File: src/rtl/mult_pkg.sv
// Shared definitions for the 8x8 shift-add multiplier sequencer.
// Holds operand widths, FSM state encoding and partial-product shift selects,
// plus a helper mapping the step counter to its shift amount.
package mult_pkg;

  localparam int DW = 8;        // operand width (only 8 supported)
  localparam int NW = DW / 2;   // nibble width
  localparam int PW = 2 * DW;   // product / accumulator width

  typedef enum logic [1:0] {
    ST_IDLE = 2'd0,
    ST_CALC = 2'd1,
    ST_DONE = 2'd2
  } state_t;

  typedef enum logic [1:0] {
    SH0 = 2'd0,
    SH4 = 2'd1,
    SH8 = 2'd2
  } sh_sel_t;

  // Step 0 is lo*lo, steps 1/2 are the cross terms, step 3 is hi*hi.
  function automatic sh_sel_t sh_sel_of(input logic [1:0] cnt);
    sh_sel_t sel;
    case (cnt)
      2'd0:    sel = SH0;
      2'd1,
      2'd2:    sel = SH4;
      default: sel = SH8;
    endcase
    return sel;
  endfunction

endpackage

File: src/rtl/mult8x8_seq_ctrl_if.sv
// Bus between the multiplier sequencer and its surroundings.
// master: control/accumulator side (drives start, operands, acc_q feedback).
// slave : sequencer side (drives acc_datain/acc_clk_ena, busy, done, state_out).
interface mult8x8_seq_ctrl_if;
  import mult_pkg::*;

  logic          start;
  logic [DW-1:0] dataa;
  logic [DW-1:0] datab;
  logic [PW-1:0] acc_q;
  logic [PW-1:0] acc_datain;
  logic          acc_clk_ena;
  logic          busy;
  logic          done;
  logic [1:0]    state_out;

  modport master (
    output start, dataa, datab, acc_q,
    input  acc_datain, acc_clk_ena, busy, done, state_out
  );

  modport slave (
    input  start, dataa, datab, acc_q,
    output acc_datain, acc_clk_ena, busy, done, state_out
  );

endinterface

File: src/rtl/mult4x4.sv
// Combinational 4x4 -> 8 unsigned multiplier for one nibble partial product.
// Ports: a, b (4-bit nibbles) in; p (8-bit product) out. Zero latency.
// No flow control; purely combinational.
module mult4x4 (
  input  logic [3:0] a,
  input  logic [3:0] b,
  output logic [7:0] p
);

  assign p = {4'b0, a} * {4'b0, b};

endmodule

File: src/rtl/mult8x8_seq_ctrl.sv
// Sequencing front-end of the 8x8 shift-add multiplier: latches operands on
// start, then over four CALC cycles feeds shifted nibble partial products into
// the external 16-bit accumulator; pulses done once the product sits in acc_q.
// Ports: clk, sclr_n (async active-low, shared with the accumulator), bus (slave).
// Latency: start at edge N, accumulator loads N+1..N+4, done in cycle after N+4.
// start is ignored outside IDLE; operands are registered so input changes mid-run have no effect.
module mult8x8_seq_ctrl
  import mult_pkg::*;
#(
  parameter int DW = mult_pkg::DW
) (
  input  logic              clk,
  input  logic              sclr_n,
  mult8x8_seq_ctrl_if.slave bus
);

  localparam int HW = DW / 2;
  localparam int AW = 2 * DW;

  state_t        state;
  logic [1:0]    cnt;
  logic [DW-1:0] a_r;
  logic [DW-1:0] b_r;
  logic          busy_r;
  logic          done_r;
  logic          ena_r;

  logic [HW-1:0] nib_a;
  logic [HW-1:0] nib_b;
  logic [DW-1:0] pp;
  logic [AW-1:0] pp_ext;
  logic [AW-1:0] shifted;
  logic [AW-1:0] datain;
  sh_sel_t       sh_sel;

  // FSM with registered status outputs; outputs are set on the same edge as
  // the state they describe so they never lag the state register.
  always_ff @(posedge clk or negedge sclr_n) begin
    if (!sclr_n) begin
      state  <= ST_IDLE;
      cnt    <= 2'd0;
      a_r    <= '0;
      b_r    <= '0;
      busy_r <= 1'b0;
      done_r <= 1'b0;
      ena_r  <= 1'b0;
    end else begin
      case (state)
        ST_IDLE: begin
          if (bus.start) begin
            a_r    <= bus.dataa;
            b_r    <= bus.datab;
            cnt    <= 2'd0;
            state  <= ST_CALC;
            busy_r <= 1'b1;
            ena_r  <= 1'b1;
          end
        end
        ST_CALC: begin
          cnt <= cnt + 2'd1;
          if (cnt == 2'd3) begin
            cnt    <= 2'd0;
            state  <= ST_DONE;
            busy_r <= 1'b0;
            ena_r  <= 1'b0;
            done_r <= 1'b1;
          end
        end
        ST_DONE: begin
          state  <= ST_IDLE;
          done_r <= 1'b0;
        end
        default: begin
          state  <= ST_IDLE;
          cnt    <= 2'd0;
          busy_r <= 1'b0;
          ena_r  <= 1'b0;
          done_r <= 1'b0;
        end
      endcase
    end
  end

  // cnt[0] picks the high nibble of a, cnt[1] the high nibble of b:
  // 0 -> lo*lo, 1 -> hi(a)*lo(b), 2 -> lo(a)*hi(b), 3 -> hi*hi.
  assign nib_a  = cnt[0] ? a_r[DW-1:HW] : a_r[HW-1:0];
  assign nib_b  = cnt[1] ? b_r[DW-1:HW] : b_r[HW-1:0];
  assign sh_sel = sh_sel_of(cnt);

  mult4x4 u_mult4x4 (
    .a (nib_a),
    .b (nib_b),
    .p (pp)
  );

  assign pp_ext = {{DW{1'b0}}, pp};

  always_comb begin
    shifted = '0;
    datain  = '0;
    case (sh_sel)
      SH0:     shifted = pp_ext;
      SH4:     shifted = pp_ext << HW;
      SH8:     shifted = pp_ext << DW;
      default: shifted = '0;
    endcase
    if (state == ST_CALC) begin
      // First step overwrites the accumulator, so no separate clear cycle.
      if (sh_sel == SH0) datain = shifted;
      else               datain = bus.acc_q + shifted;
    end
  end

  assign bus.acc_datain  = datain;
  assign bus.acc_clk_ena = ena_r;
  assign bus.busy        = busy_r;
  assign bus.done        = done_r;
  assign bus.state_out   = state;

endmodule
File: src/flat_wrapper.sv
// flat-port wrapper written by rule: the top's interface ports become plain ports
module mult8x8_seq_ctrl_flat import mult_pkg::*;
#(
  parameter int DW = mult_pkg::DW
)
  (clk, sclr_n, bus_start, bus_dataa, bus_datab, bus_acc_q, bus_acc_datain, bus_acc_clk_ena, bus_busy, bus_done, bus_state_out);
  mult8x8_seq_ctrl_if bus_i ();
  input  logic clk;
  input  logic sclr_n;
  input wire logic [$bits(bus_i.start)-1:0] bus_start;
  input wire logic [$bits(bus_i.dataa)-1:0] bus_dataa;
  input wire logic [$bits(bus_i.datab)-1:0] bus_datab;
  input wire logic [$bits(bus_i.acc_q)-1:0] bus_acc_q;
  output wire logic [$bits(bus_i.acc_datain)-1:0] bus_acc_datain;
  output wire logic [$bits(bus_i.acc_clk_ena)-1:0] bus_acc_clk_ena;
  output wire logic [$bits(bus_i.busy)-1:0] bus_busy;
  output wire logic [$bits(bus_i.done)-1:0] bus_done;
  output wire logic [$bits(bus_i.state_out)-1:0] bus_state_out;
  assign bus_i.start = bus_start;
  assign bus_i.dataa = bus_dataa;
  assign bus_i.datab = bus_datab;
  assign bus_i.acc_q = bus_acc_q;
  assign bus_acc_datain = bus_i.acc_datain;
  assign bus_acc_clk_ena = bus_i.acc_clk_ena;
  assign bus_busy = bus_i.busy;
  assign bus_done = bus_i.done;
  assign bus_state_out = bus_i.state_out;
  mult8x8_seq_ctrl #(.DW(DW)) u_core (.clk(clk), .sclr_n(sclr_n), .bus(bus_i));
endmodule
File: config.mk
export PLATFORM = sky130hd
export DESIGN_NAME = mult8x8_seq_ctrl_flat
export DESIGN_NICKNAME = d
export VERILOG_FILES = /design/src/rtl/mult_pkg.sv /design/src/rtl/mult8x8_seq_ctrl_if.sv /design/src/rtl/mult4x4.sv /design/src/rtl/mult8x8_seq_ctrl.sv /design/src/flat_wrapper.sv
export SDC_FILE = /design/constraint.sdc
export NUM_CORES = 1
export LEC_CHECK = 0
export BUFFER_PORTS_ARGS = -buffer_cell sky130_fd_sc_hd__buf_4
export CORE_ASPECT_RATIO = 0.5
export CORE_MARGIN = 3
export CORE_UTILIZATION = 60
export DETAILED_ROUTE_END_ITERATION = 8
export GPL_ROUTABILITY_DRIVEN = 0
export PLACE_DENSITY = 0.86
export SETUP_SLACK_MARGIN = 0.02
export SLEW_MARGIN = 20
export SYNTH_ARGS = -nofsm -noshare
export SYNTH_HDL_FRONTEND = slang
export SYNTH_HIERARCHICAL = 1
export SYNTH_SLANG_ARGS = --single-unit
export TNS_END_PERCENT = 50
File: constraint.sdc
create_clock -name clk -period 13.65 [get_ports clk]
set_input_delay 2.0475 -clock clk [delete_from_list [all_inputs] [get_ports clk]]
set_output_delay 2.0475 -clock clk [all_outputs]
set_load 0.1 [all_outputs]
==> results.cfg <==
[outcome]
status = finished, final reports clean

[logic_synthesis]
syn_inst = 311
synth_ff_type = dfrtp_1
synth.top_cell.area_share_pct = 19.5
yosysSeqAreaShare_pct = 19.5
synth-edff-count = 0
avgSynthCellArea_sq_um = 9.06
yosys.area.top_type = dfrtp_1
ys_ff_latch = 22
syn_area_sq_mm = 0.00282
ys_async_sr_fraction_pct = 100
synth.distinct_cells = 68
synthesis.nets = 374
ys_warn_count = 6
synth_area_leaders = dfrtp_1 20%, ha_1 10%, mux2_2 9.6%

[clocking]
cts_sinks = 22
post_cts_buffers = 0
postCtsResizedCells = 0
cts_root_buf = clkbuf_8
cts.path.max_buffers = 2
cts_tree = yes
cts_buffers = 3
path_clk_slew_ps = 80
hold_buffers = 0
h-tree-depth = 1
clock_latency_ps = 270

[critical_path]
cp-end-kind = output port
crit_type = flip-flop to output port
r2r_end = u_core/a_r[6]
critPathArrivalTime_ps = 5730
worstPathRequired_ps = 11600
cp-start-kind = flip-flop
r2r-start = u_core/bus.state_out[1]
r2r_cells = 4
worstPathMaxFanout = 8
r2r_setup_slack_ps = 11880

[min_path]
hold_start = u_core/a_r[7]
holdCritPathClass = flip-flop to flip-flop
hold_end = u_core/a_r[7]
whs_path_depth = 1

[layout]
stdcell_count = 409
diodes = 0
nNetsFinal = 419
final_area_sq_mm = 0.00329
final_layout_size_suffix_gt1_share_pct = 28.7
final_common_cell = buf_4
syn2layout_area_growth_pct = 16.8
n_fill_cell = 294
mostFrequentLayoutCells = 56 x buf_4, 24 x mux2_2, 22 x and2_1, 22 x ha_1, 22 x dfrtp_1

[floorplan]
io_pins = 56
core-area_sq_mm = 0.00420
start_util_pct = 67.0
dieArea_sq_mm = 0.00560
fp.dieW_microns = 103
die_y_microns = 54.4
rows = 16

[placement]
placed_cells = 405
dp_hpwl_microns = 5460
portBuffers = 55
placement.cell_area_sq_mm = 0.00322

[route]
drtIter0Drc = 129
viasPerCell = 6.45
ant_nets = 0
wl_per_cell_microns = 17.5
route.detailed.drc = 0
drt_first_pass_iters = 6
wl_microns = 7160
via_count = 2639

[timing]
finalHoldViolations = 0
fin_setup_tns_ps = 0
setup_viol = 0
relSlewSlack_pct = 49.6
drv_slew = 0
fin_crit_ps = 7780
tightest_slew_ps = 754
max_freq_ghz = 0.129
grt_setup_unrepaired = false
fin_crit_sh_pct = 57.0
skew_ps = 9.13

[grt]
antenna_found_initial = 0
overflow = 0
grt_max_degree = 37
first_global_vias = 2582
track_usage_pct = 26.6
grt_pass1_wl_microns = 11900

[job]
maxCapViolations = 0
==> registers in the layout, indices dropped and copies added (netlist names) <==
signal and count:
u_core/cnt 2, u_core/bus.done 1, u_core/a_r 8, u_core/b_r 8, u_core/bus.acc_clk_ena 1, u_core/bus.state_out 2
==> worst max path at each step <==
stage / end / from
global placement: bus_acc_datain[15] / u_core/cnt[0]
global route: bus_acc_datain[15] / u_core/cnt[0]
CTS: bus_acc_datain[15] / u_core/cnt[0]
detailed placement: bus_acc_datain[15] / u_core/cnt[0]
floorplan: bus_acc_datain[10] / u_core/cnt[0]
finish: bus_acc_datain[15] / u_core/cnt[1]
==> synth_stat cells, types with 2 or more instances <==
cell type  number
inv_1           9
buf_6           3
nor3_1          6
nand3_1         7
nor2b_1         5
o31ai_1         3
xnor2_1        10
or4_1           2
nand2b_1        3
o21a_1          7
mux2i_1         2
xor2_1          5
nor3b_1         2
nor2_1         22
nand2_1        14
a221o_1         2
buf_2           3
dfrtp_1        22
a41o_1          2
a31oi_4         2
o21ai_0         9
o211ai_1        2
fa_1            5
or3_1           5
o31a_1          2
maj3_1          3
nor4_1          4
clkbuf_1        9
ha_1           23
a21oi_1        14
nand4_1         3
a22o_1          7
a211oi_1        6
mux2_2         24
o22ai_1         3
o221ai_1        3
a21o_1          6
and2_1         22
==> through the flow <==
step	hold WS, ps	util [%]	setup slack [ps]
CTS	514	78.2	5890
global placement	465	76.5	6330
finish	512	78.3	5870
floorplan	475	-	5210
detailed placement	496	76.5	6190
global route	530	78.3	5610
==> cells by family (layout without fill, tap and decap cells) <==
group,count (synthesis),count (layout),synth area share [%]
AOI/OAI and AO/OA,86,86,25.2
muxes,27,27,10.8
DFF,22,22,19.5
adders and majority gates,31,31,14.8
xor gates and xnor gates,15,15,4.66
and+or+nand+nor,103,103,20.2
buffers and inverters,27,71,4.66
==> routing by layer <==
layer / up-vias / share of wire, % / GRT usage, %
met5: - / 0 / 0
met2: 118 / 47 / 49.2
met3: 5 / 7.9 / 2.80
li1: 1254 / - / -
met1: 1262 / 44 / 34.4
met4: 0 / 0.57 / 5.59
==> worst max-delay path: stages (launching register included) <==
cell     delay [ps]
dfrtp_1         510
mux2_2          420
nand2_1         110
fa_1            420
inv_1            90
fa_1            440
fa_1            480
a21o_1          180
a21oi_1         160
xnor2_1         130
a22o_1          260
ha_1            500
o21ai_2         100
o311a_4         400
nor4b_4         240
nor4_1           90
or4_1           460
a21oi_1         150
buf_4           320
==> final cells by class <==
type	instances	area, sq um	share of cell area, %
Clock buffer	3	41.3	1.25
Clock inverter	1	30.0	0.913
Inverter	11	41.3	1.25
Multi-Input combinational cell	262	2140	65.0
Sequential cell	22	551	16.7
Tap cell	54	67.6	2.05
Timing Repair Buffer	56	420	12.8
Power is not shown: default switching activity piles up to over one toggle a cycle in this logic, so the estimate is an artifact.
